### config.mk
export PLATFORM = sky130hd
export DESIGN_NAME = uart_baud_controller
export DESIGN_NICKNAME = d
export VERILOG_FILES = /design/src/rtl/uart_baud_controller.sv
export SDC_FILE = /design/constraint.sdc
export NUM_CORES = 1
export LEC_CHECK = 0
export ABC_AREA = 0
export BUFFER_PORTS_ARGS = -buffer_cell sky130_fd_sc_hd__buf_4
export CORE_MARGIN = 2
export CORE_UTILIZATION = 55
export CTS_CLUSTER_SIZE = 24
export DETAILED_ROUTE_END_ITERATION = 8
export GPL_ROUTABILITY_DRIVEN = 0
export PLACE_DENSITY_LB_ADDON = 0.3
export SYNTH_ARGS = -nofsm -noshare
export SYNTH_HDL_FRONTEND = slang
export SYNTH_SLANG_ARGS = --single-unit
### constraint.sdc
create_clock -name clk_in -period 6.4 [get_ports clk_in]
set_clock_uncertainty 0.2 [all_clocks]
set_input_delay 1.28 -clock clk_in [delete_from_list [all_inputs] [get_ports clk_in]]
set_output_delay 1.28 -clock clk_in [all_outputs]
set_load 0.005 [all_outputs]
### src/rtl/uart_baud_controller.sv
// ---------------------------------------------------------------------------
// uart_baud_controller
//
// Programmable baud-rate generator shared by the UART TX and RX engines.
// A prescaler divides the system clock down to a 16x oversample tick
// (os_tick). The tick is then scheduled per engine:
//   - TX gets one bit tick per OVS oversample ticks.
//   - RX gets a mid-bit sample strobe. The RX start-bit detector can re-phase
//     it with rx_align.
// The divisor can only change while both engines are idle. That way a frame
// in flight never sees a rate change.
//
// Ports
//   clk_in          system clock, rising edge
//   reset_n         asynchronous active-low reset
//   cfg_div         requested divisor (system clocks per oversample tick)
//   cfg_valid       divisor request valid
//   cfg_ready       controller accepts a divisor this cycle
//   cfg_err         one-cycle pulse after a transfer whose divisor was clamped
//   tx_run          TX engine requests bit timing
//   rx_run          RX engine requests sample timing
//   rx_align        one-cycle pulse that restarts the RX phase
//   os_tick         oversample tick, one cycle wide
//   tx_bit_tick     one per OVS os_ticks while tx_run
//   rx_sample_tick  mid-bit sample strobe while rx_run
//   active_div      divisor currently in use
//   busy            controller is in RUN
// ---------------------------------------------------------------------------

// ---------------------------------------------------------------------------
// uart_baud_phase
//
// Per-engine oversample phase counter.
//   en_i     engine run request; when it is low the phase is held at zero
//   tick_i   shared oversample tick
//   align_i  force the phase to zero; takes priority over tick_i
//   phase_o  current phase
// ---------------------------------------------------------------------------
module uart_baud_phase #(
    parameter int PH_W = 4
) (
    input  logic            clk_i,
    input  logic            rst_ni,
    input  logic            en_i,
    input  logic            tick_i,
    input  logic            align_i,
    output logic [PH_W-1:0] phase_o
);

    logic [PH_W-1:0] phase_q, phase_d;

    always_comb begin
        phase_d = phase_q;
        if (!en_i || align_i) begin
            phase_d = '0;
        end else if (tick_i) begin
            phase_d = phase_q + PH_W'(1);
        end
    end

    always_ff @(posedge clk_i or negedge rst_ni) begin
        if (!rst_ni) begin
            phase_q <= '0;
        end else begin
            phase_q <= phase_d;
        end
    end

    assign phase_o = phase_q;

endmodule

module uart_baud_controller #(
    parameter int DIV_W       = 16,
    parameter int DEFAULT_DIV = 326,
    parameter int OVS         = 16
) (
    input  logic             clk_in,
    input  logic             reset_n,
    input  logic [DIV_W-1:0] cfg_div,
    input  logic             cfg_valid,
    output logic             cfg_ready,
    output logic             cfg_err,
    input  logic             tx_run,
    input  logic             rx_run,
    input  logic             rx_align,
    output logic             os_tick,
    output logic             tx_bit_tick,
    output logic             rx_sample_tick,
    output logic [DIV_W-1:0] active_div,
    output logic             busy
);

    localparam int PH_W = $clog2(OVS);
    // Engine index inside the per-engine arrays.
    localparam int ENG_TX = 0;
    localparam int ENG_RX = 1;
    localparam int NUM_ENG = 2;

    // TX ticks on the last phase of a bit. RX samples halfway through the bit.
    localparam logic [PH_W-1:0] PH_LAST = PH_W'(OVS - 1);
    localparam logic [PH_W-1:0] PH_MID  = PH_W'(OVS / 2 - 1);

    // The divisor is clamped to at least 2, so div_last never underflows.
    localparam logic [DIV_W-1:0] DIV_MIN = DIV_W'(2);

    typedef enum logic {
        IDLE = 1'b0,
        RUN  = 1'b1
    } state_e;

    state_e           state_q, state_d;
    logic [DIV_W-1:0] presc_q, presc_d;
    logic [DIV_W-1:0] div_q, div_d;
    logic             err_q, err_d;

    logic             run_req;
    logic             cfg_xfer;
    logic [DIV_W-1:0] div_last;

    logic [NUM_ENG-1:0]           eng_en;
    logic [NUM_ENG-1:0]           eng_align;
    logic [NUM_ENG-1:0][PH_W-1:0] eng_phase;

    assign run_req  = tx_run | rx_run;
    assign div_last = div_q - DIV_W'(1);

    // A run request in the same cycle as cfg_valid blocks the transfer.
    assign cfg_ready = (state_q == IDLE) && !run_req;
    assign cfg_xfer  = cfg_valid && cfg_ready;

    // -----------------------------------------------------------------------
    // State / prescaler
    // -----------------------------------------------------------------------
    always_comb begin
        state_d = state_q;
        presc_d = presc_q;
        unique case (state_q)
            IDLE: begin
                presc_d = '0;
                if (run_req) begin
                    state_d = RUN;
                end
            end
            RUN: begin
                if (!run_req) begin
                    state_d = IDLE;
                    presc_d = '0;
                end else if (presc_q == div_last) begin
                    presc_d = '0;
                end else begin
                    presc_d = presc_q + DIV_W'(1);
                end
            end
            default: begin
                state_d = IDLE;
                presc_d = '0;
            end
        endcase
    end

    // -----------------------------------------------------------------------
    // Divisor configuration
    // -----------------------------------------------------------------------
    always_comb begin
        div_d = div_q;
        err_d = 1'b0;
        if (cfg_xfer) begin
            if (cfg_div < DIV_MIN) begin
                div_d = DIV_MIN;
                err_d = 1'b1;
            end else begin
                div_d = cfg_div;
            end
        end
    end

    always_ff @(posedge clk_in or negedge reset_n) begin
        if (!reset_n) begin
            state_q <= IDLE;
            presc_q <= '0;
            div_q   <= DIV_W'(DEFAULT_DIV);
            err_q   <= 1'b0;
        end else begin
            state_q <= state_d;
            presc_q <= presc_d;
            div_q   <= div_d;
            err_q   <= err_d;
        end
    end

    // os_tick is decoded from registered state only, so it adds no latency.
    assign os_tick = (state_q == RUN) && (presc_q == div_last);

    // -----------------------------------------------------------------------
    // Per-engine phase counters. Dropping an engine's run request holds its
    // phase at zero. That covers the RUN->IDLE clear because both requests
    // are low there. TX has no align source.
    // -----------------------------------------------------------------------
    assign eng_en[ENG_TX]    = tx_run;
    assign eng_en[ENG_RX]    = rx_run;
    assign eng_align[ENG_TX] = 1'b0;
    assign eng_align[ENG_RX] = rx_align;

    for (genvar g = 0; g < NUM_ENG; g++) begin : g_eng
        uart_baud_phase #(
            .PH_W (PH_W)
        ) u_phase (
            .clk_i   (clk_in),
            .rst_ni  (reset_n),
            .en_i    (eng_en[g]),
            .tick_i  (os_tick),
            .align_i (eng_align[g]),
            .phase_o (eng_phase[g])
        );
    end

    assign tx_bit_tick    = os_tick && tx_run && (eng_phase[ENG_TX] == PH_LAST);
    // An align on a tick restarts the bit, so that tick must not sample.
    assign rx_sample_tick = os_tick && rx_run && (eng_phase[ENG_RX] == PH_MID)
                            && !rx_align;

    assign active_div = div_q;
    assign cfg_err    = err_q;
    assign busy       = (state_q == RUN);

endmodule

== Word-level counts from Yosys, hierarchy flattened ==
Cells that the tools add are included.

* Bitwise logic cells: 2
* Equal/unequal tests: 4
* Mux-type cells: 11
* $add $sub $neg: 4
* Reduce and logical (&&, ||, !) cells: 13
* Magnitude comparators: 1

{| class="wikitable"
|+ Operators with widths
! kind !! number
|-
| 16-bit two-way mux || 3
|-
| 16-bit one-hot mux with 2 select lines || 1
|-
| 16-bit by 1-bit adder with 16-bit output, second input constant || 1
|-
| 16-bit equality test || 1
|-
| 16-bit by 2-bit < comparator with 1-bit output, second input constant || 1
|-
| 4-bit two-way mux || 4
|-
| 16-bit by 1-bit subtractor with 16-bit output, second input constant || 1
|-
| 4-bit by 1-bit adder with 4-bit output, second input constant || 2
|-
| 1-bit logical AND || 8
|-
| 4-bit by 3-bit equality test with 1-bit output, second input constant || 1
|-
| 4-bit equality test, second input constant || 1
|-
| 1-bit logical NOT || 3
|-
| 1-bit two-way mux || 3
|-
| 2-bit by 1-bit != test with 1-bit output, second input constant || 1
|-
| 2-bit nonzero test || 1
|-
| 1-bit logical OR || 1
|-
| 1-bit inverter || 1
|-
| 1-bit OR || 1
|}

* Input bits: 22
* Word-level logic and storage cells: 41
* Register bits after elaboration: 42

== Depth between registers and ports, before layout ==
Gate-level depths: netlist (run 1).

* Depth after elaboration: 6
* Gate-level depth with buffers: 10
* Mapped depth without buffers: 9

== Hierarchy ==
Synthesis (run 1) repeated with hierarchy kept, for this count alone.

* Cell total of the unflattened synthesis: 246
* Area, all modules: 2,519.9 sq um

{| class="wikitable"
|+ By module, submodules not included
! module !! cells an instance !! instances !! area each (sq um)
|-
| uart_baud_controller || 212 || 1 || 2,117.0
|-
| uart_baud_phase || 17 || 2 || 201.4
|}

== Worst setup path before layout (run 1) ==
Ideal clock, no wire load.

* Path kind: flip-flop to output port
* From: reg div_q[1] (netlist: active_div[1])
* To: out rx_sample_tick
* Setup slack: 2.512 ns
* Stages on the path, launching flop included: 9
* Data arrival time: 2.408 ns
* Cell sequence: dfstp_2 -> inv_1 -> ha_1 -> xnor2_1 -> a2111o_1 -> nor3_1 -> nand3_1 -> nor4_1 -> and4_1

* Word-level cells in the longest chain between the ends: 6

{| class="wikitable"
|+ RTL lines
! item !! RTL line !! RTL
|-
| from (decl) || 114 || <nowiki>logic [DIV_W-1:0] div_q, div_d;</nowiki>
|-
| from (signal assigned) || 182 || <nowiki>div_q <= DIV_W'(DEFAULT_DIV);</nowiki>
|-
| from (signal assigned) || 187 || <nowiki>div_q <= div_d;</nowiki>
|-
| 16-bit by 1-bit subtractor with 16-bit output || 126 || <nowiki>assign div_last = div_q - DIV_W'(1);</nowiki>
|-
| 16-bit equality test || 193 || <nowiki>assign os_tick = (state_q == RUN) && (presc_q == div_last);</nowiki>
|-
| 1-bit logical AND || 193 ||
|-
| net os_tick || 87 || <nowiki>output logic os_tick,</nowiki>
|-
| 1-bit logical AND (2 in series) || 220 || <nowiki>assign rx_sample_tick = os_tick && rx_run && (eng_phase[ENG_RX] == PH_MID)</nowiki>
|-
| 1-bit logical AND || 221 || <nowiki>&& !rx_align;</nowiki>
|-
| to (decl) || 89 || <nowiki>output logic rx_sample_tick,</nowiki>
|}

The timed path passes the listed nets, and every way through them passes these cells.

== Worst setup path after layout (run 1) ==
* From: reg div_q[0] (netlist: active_div[0])
* To: out rx_sample_tick

* Word-level cells in the longest chain between the ends: 6

{| class="wikitable"
|+ RTL lines
! item !! RTL line
|-
| 16-bit by 1-bit subtractor with 16-bit output || 126
|-
| 16-bit equality test || 193
|-
| 1-bit logical AND || 193
|-
| 1-bit logical AND (2 in series) || 220
|-
| 1-bit logical AND || 221
|}

Every way passes these cells.

==> results.ini, run 1 <==
[synthesis]
synth.largest_area_cell = dfrtp_1
ys.flop_type = dfrtp_1
synth_area_mm2 = 0.00256
synth_area_per_cell_um2 = 10.0
synth_edf_count = 0
synthArstFlopShare = 1.00
yosys_warnings = 0
synth_top_area_share = 0.371
synth.most_common_cell = dfrtp_1
synth_commonest_cells = 38 x dfrtp_1, 22 x nor3_1, 20 x xnor2_1, 19 x xor2_1
ys_seq_area_frac = 0.412
netlist_top_cells_area = dfrtp_1 37%, xnor2_1 6.8%, xor2_1 6.5%
synth_seq_cells = 42
synthCells = 256
synth_fp_nets = 282
synthDistinctLibCells = 50

[detailed_routing]
wl_per_cell_um = 15.7
route.met2.wl_um = 2700
via_per_inst = 5.89
wl_met3_um = 206
top_layer = met4
drt-initial-drc-count = 82
wl_um = 5510
drtAntennaViolNets = 0
dr_total_vias = 2060
dr.pass1.iters = 4
drt-met1-wl_um = 2520
post-route-drc-count = 0

[status]
outcome = finished, final reports clean

[worst_setup_path]
cpPeakStageDelay_ns = 0.49
crit_family = simple AND/OR/NAND/NOR gates
critPathRequiredTime_ns = 4.92
reg2reg_from = active_div[0]
crit_path_end_kind = primary output
slowest_stage = nor4_4
cp_max_fo = 7
critPathLaunchType = flop
critical_path.startpoint = active_div[0]
crit_type = flop to primary output
cp_num_buf_inv = 1
path_cells = nor4_4 > nand3_2 > a2111o_1 > nor3_1 > nand3_1 > nor4_1 > and4_1 > buf_4
worstPathArrival_ns = 3.12

[place]
place_ws_ns = 2.14
portBuffers = 43
post-dp-hpwl_um = 4200

[timing]
relSlewSlack = 0.356
final_hold_viol_count = 0
drv_slew = 0
layout_min_cycle_time_ns = 4.60
fin_crit_sh = 0.719
fmax_mhz = 217
setup_viol = 0
worst_pin_slew_ns = 0.960
tns_ns = 0
postLayoutSetupSlackWorst_ns = 1.80
timing.hold.ws_ns = 0.348
rsz0062_at_grt = false

[finish]
fillers = 371
nets = 323
drive_above_1_share = 0.245
syn2layout_area_growth_pct = 17.0
diodes = 0

[hold_path]
holdCritStartpoint = g_eng[0].u_phase.phase_o[0]
hold_class = flop to flop

[grt]
antenna_found_initial = 0
grt_pass1_vias = 2051
grt_max_degree = 43
track_usage = 0.242
grt_overflow = 0
grt_first_pass_wirelength_um = 9850

[clocking]
clkSlewWorstSetupHoldPaths_ns = 0.08
insertion_delay_ns = 0.29
cts-root-buf = clkbuf_8
cts-buffers-inserted = 5
cts_tree = built
cts_buffer_depth = 2
cts.sinks = 42
ctsResizeCount = 0
htree_levels = 2
hold_buffers = 0
cts_setup_buffers = 0

[power]
power.density_mw_per_mm2 = 245
peakVddDrop_mv = 0.223
finalPower_uw = 736
p_leak_uw = 0.00134

[floorplanning]
num_rows = 24
die_x_um = 72.3
start_util = 0.581
pin_count = 44
die_area_mm2 = 0.00522
die_h_um = 72.3
core_area_mm2 = 0.00441

[flow_run]
maxCapViolCount = 0

-- area by class of cell --
cell class	instances	area (um2)	share of cell area
Inverter	8	30.0	0.0100
Timing Repair Buffer	43	323	0.108
Tap cell	52	65.1	0.0217
Multi-Input combinational cell	197	1440	0.479
Clock buffer	8	90.1	0.0300
Sequential cell	42	1060	0.352
-- state kept, by name, indices dropped and copies added (netlist names) --
register               flops
busy                       1
cfg_err                    1
presc_q                   16
g_eng.u_phase.phase_o      8
active_div                16
-- metal layers --
metal	track usage	up-vias
li1	-	1008
met1	0.328	1007
met2	0.393	38
met3	0.0431	7
met4	0.0797	0
met5	0	-
-- cells in the final DEF (no fill, tap or decap), drive strengths merged, types with 2 or more instances in the layout --
cell type / instances
buf: 43
dfrtp: 38
nor3: 24
xnor2: 20
xor2: 19
nor2: 17
nand2: 17
nand3: 14
mux2: 12
inv: 8
nor4: 8
clkbuf: 8
and3: 6
nand2b: 5
nand4: 4
a211oi: 4
and4: 4
ha: 4
dfstp: 4
nor4bb: 3
mux2i: 3
or4: 3
o211ai: 3
nand4b: 3
a21oi: 2
nor2b: 2
o21ai: 2
a21o: 2
nor3b: 2
-- power breakdown --
group	total (uW)	switching [uW]	internal, uW
registers	352	54.8	297
clock network	172	84.1	87.9
logic	212	101	111
-- path summary, 6_finish.rpt --
kind / endpoint / slack (ns) / depth (start not counted)
worst max-delay path: rx_sample_tick / 1.80 / 8
worst min-delay path: g_eng[0].u_phase.phase_o[0] / 0.35 / 1
worst max register to register: presc_q[13] / 3.07 / 7
max in group asynchronous: active_div[6] / 4.86 / 1
worst min register to register: g_eng[0].u_phase.phase_o[0] / 0.35 / 1
min in group asynchronous: presc_q[3] / 0.76 / 1
-- per-stage QoR --
stage	std cells	cell area, um2	util
after floorplan	256	2560	-
after global placement	342	2910	0.659
after detailed placement	342	2910	0.659
after CTS	350	3000	0.679
after global routing	350	3000	0.679
final	350	3000	0.679
-- logic make-up (layout without fill, tap and decap cells) --
group | after synthesis | count (layout) | share of synthesized area
AO/OA/AOI/OAI | 21 | 21 | 0.0620
multiplexers | 15 | 15 | 0.0644
XOR/XNOR | 39 | 39 | 0.133
AND/OR/NAND/NOR | 118 | 118 | 0.281
adder cells (fa/ha/maj) | 4 | 4 | 0.0195
flip-flops | 42 | 42 | 0.412
buffers and inverters | 17 | 59 | 0.0283
Power figures use the tool's default switching activity.
==> run 2: changes to the inputs <==
--- a/config.mk
+++ b/config.mk
@@ -5,7 +5,7 @@
 export SDC_FILE = /design/constraint.sdc
 export NUM_CORES = 1
 export LEC_CHECK = 0
-export ABC_AREA = 0
+export ABC_AREA = 1
 export BUFFER_PORTS_ARGS = -buffer_cell sky130_fd_sc_hd__buf_4
 export CORE_MARGIN = 2
 export CORE_UTILIZATION = 55
==> constraint.sdc (replaced) <==
create_clock -name clk_in -period 4.4 [get_ports clk_in]
set_clock_uncertainty 0.2 [all_clocks]
set_input_delay 0.88 -clock clk_in [delete_from_list [all_inputs] [get_ports clk_in]]
set_output_delay 0.88 -clock clk_in [all_outputs]
set_load 0.005 [all_outputs]
==> results.ini, run 2 <==
[power]
p_int_uw = 726  ; +46%
p_leak_uw = 0.00181  ; +35%
p_sw_frac = 0.397  ; +0.0710
combPwrFrac = 0.363  ; +0.075
power.density_mw_per_mm2 = 336  ; +37%
power.share.clock = 0.222  ; -0.012
p_seq_frac = 0.414  ; -0.064
peakVddDrop_mv = 0.289  ; +30%
p_sw_uw = 478  ; +99%

[detailed_routing]
wl_per_cell_um = 13.5  ; -14%
post-route-drc-count = 0  ; unchanged
wl_um = 7300  ; +32%
via_per_inst = 5.23  ; -11%
dr.pass1.iters = 4  ; unchanged
drt-initial-drc-count = 187  ; +130%
dr_total_vias = 2822  ; +37%
drtAntennaViolNets = 0  ; unchanged

[worst_setup_path]
cp_max_fo = 6  ; -1
critPathLaunchType = flop
path_cells = inv_1 > ha_1 > nand2_1 > inv_1 > nor2_1 > nand2_1 > nor2_1 > nand3_1 > nor2_2 > nand3_4 > nor2_4 > nand2_2 > nor3_2 > buf_4
crit_type = flop to primary output
critPathRequiredTime_ns = 3.32  ; -1.60 ns
cpPeakStageDelay_ns = 0.57  ; +0.08 ns
slowest_stage = dfstp_2
worstPathArrival_ns = 2.47  ; -0.65 ns
crit_path_end_kind = primary output

[timing]
tns_ns = 0  ; unchanged
worst_pin_slew_ns = 0.642  ; -0.319 ns
final_hold_viol_count = 0  ; unchanged
setup_viol = 0  ; unchanged
fmax_mhz = 282
layout_min_cycle_time_ns = 3.55
relSlewSlack = 0.572  ; +0.215
drv_slew = 0  ; unchanged
rsz0062_at_grt = false
fin_crit_sh = 0.807

[place]
post-dp-hpwl_um = 5770  ; +37%
portBuffers = 43  ; unchanged
place_inst = 532  ; +56%
placed_area_mm2 = 0.00349  ; +20%

[grt]
track_usage = 0.258  ; +0.0162
busiest_layer = met2
grt_first_pass_wirelength_um = 12600  ; +28%
grt_pass1_vias = 2683  ; +31%
grtUsageMet2 = 0.417  ; +0.0235
grt_overflow = 0  ; unchanged
met3_usage = 0.0339  ; -0.00912
antenna_found_initial = 0  ; unchanged
grt_max_degree = 43  ; unchanged
use_met1 = 0.367  ; +0.0393

[status]
outcome = finished, final reports clean

[hold_path]
hold_class = flop to flop

[finish]
diodes = 0  ; unchanged
final_cell_mix = 115 x nand2_1, 54 x inv_1, 43 x buf_4, 39 x nand3_1, 38 x dfrtp_1
nets = 493  ; +53%
fin_cells = 540  ; +54%
syn2layout_area_growth_pct = 14.6
drive_above_1_share = 0.250  ; +0.00503
fillers = 491  ; +32%
final_common_cell = nand2_1
final_cell_area_mm2 = 0.00359  ; +20%
fin_util = 0.651  ; -0.0282

[synthesis]
yosys_warnings = 0  ; unchanged
synth_area_per_cell_um2 = 7.36  ; -27%
synth_commonest_cells = 115 x nand2_1, 54 x inv_1, 39 x nand3_1, 38 x dfrtp_1, 37 x nor2_1
synth_edf_count = 0  ; unchanged
synth_seq_cells = 42  ; unchanged
ys.flop_type = dfrtp_1
synthCells = 425  ; +66%
synth.most_common_cell = nand2_1
synth.largest_area_cell = dfrtp_1
ys_seq_area_frac = 0.338  ; -0.0743
synth_area_mm2 = 0.00313  ; +22%
synthDistinctLibCells = 34  ; -32%
synthArstFlopShare = 1.00  ; unchanged
synth_fp_nets = 451  ; +60%
netlist_top_cells_area = dfrtp_1 30%, nand2_1 14%, inv_1 6.5%
synth_top_area_share = 0.304  ; -0.0669

[floorplanning]
core_area_mm2 = 0.00551  ; +25%
die_area_mm2 = 0.00631  ; +21%
die_h_um = 79.4  ; +9.9%
pin_count = 44  ; unchanged
num_rows = 27  ; +13%
start_util = 0.568  ; -0.0127
die_x_um = 79.4  ; +9.9%

[clocking]
cts.sinks = 42  ; unchanged
ctsResizeCount = 0  ; unchanged
clkSlewWorstSetupHoldPaths_ns = 0.08  ; about the same
cts_buffer_depth = 2  ; unchanged
cts-root-buf = clkbuf_8
insertion_delay_ns = 0.30  ; about the same
hold_buffers = 0  ; unchanged
cts_setup_buffers = 0  ; unchanged
htree_levels = 2  ; unchanged
cts_tree = built
cts-buffers-inserted = 5  ; unchanged

[flow_run]
maxCapViolCount = 0  ; unchanged

[run 2: power by group through the flow]
stage               registers [uW]  clock network, uW  logic [uW]
finish                         499                267         437
global route                   506                282         495
CTS                            498                270         439
detailed placement             506                  0         437
global placement               505                  0         428
floorplan                      489                  0         307
[run 2: area by class of cell]
class | instances | area, um2 | area share
flip-flops and latches | 42 | 1060 | 0.294
repair buffers | 43 | 323 | 0.0900
multi-input cells | 314 | 1790 | 0.499
inverters | 61 | 231 | 0.0645
clock inverters | 2 | 12.5 | 0.00349
well taps | 72 | 90.1 | 0.0251
clock buffers | 6 | 82.6 | 0.0230
[run 2: final timing paths]
path                                 endpoint  slack (ns)           from  cells past startpoint
worst min register to register  active_div[6]        0.32  active_div[6]                      2
max in group asynchronous       active_div[1]        3.27        reset_n                      1
worst max register to register     presc_q[7]        1.96  active_div[1]                     14
worst min-delay path            active_div[6]        0.32  active_div[6]                      2
min in group asynchronous          presc_q[2]        0.34        reset_n                      1
worst max-delay path              tx_bit_tick        0.85  active_div[1]                     14
[run 2: stage by stage]
| step | hold WS (ns) | setup WS [ns] | power [uW] |
|---|---|---|---|
| floorplan | 0.284 | 1.42 | 796 |
| global placement | 0.307 | 1.22 | 933 |
| detailed placement | 0.309 | 1.19 | 943 |
| CTS | 0.321 | 0.843 | 1210 |
| global route | 0.347 | 0.605 | 1280 |
| finish | 0.318 | 0.851 | 1200 |
[run 2: logic make-up after synthesis]
kind of cell | after synthesis | synth area share
compound gates | 17 | 0.0292
xor+xnor | 21 | 0.0588
fa+ha+maj | 4 | 0.0160
buf+inv | 69 | 0.0900
flops | 42 | 0.338
simple gates | 272 | 0.468
[run 2: per-layer routing]
| layer | wire (um) | up-vias | part of all wire |
|---|---|---|---|
| li1 | - | 1418 | - |
| met1 | 3300 | 1332 | 0.45 |
| met2 | 3490 | 63 | 0.48 |
| met3 | 404 | 9 | 0.055 |
| met4 | 97 | 0 | 0.013 |
| met5 | 0 | - | 0 |
[run 2: critical path, delay by kind of cell, from the launching register on]
kind	cells	cell delay, ns
AND/OR/NAND/NOR	10	1.06
flip-flops	1	0.57
adder cells (fa/ha/maj)	1	0.29
buffers and inverters	3	0.23
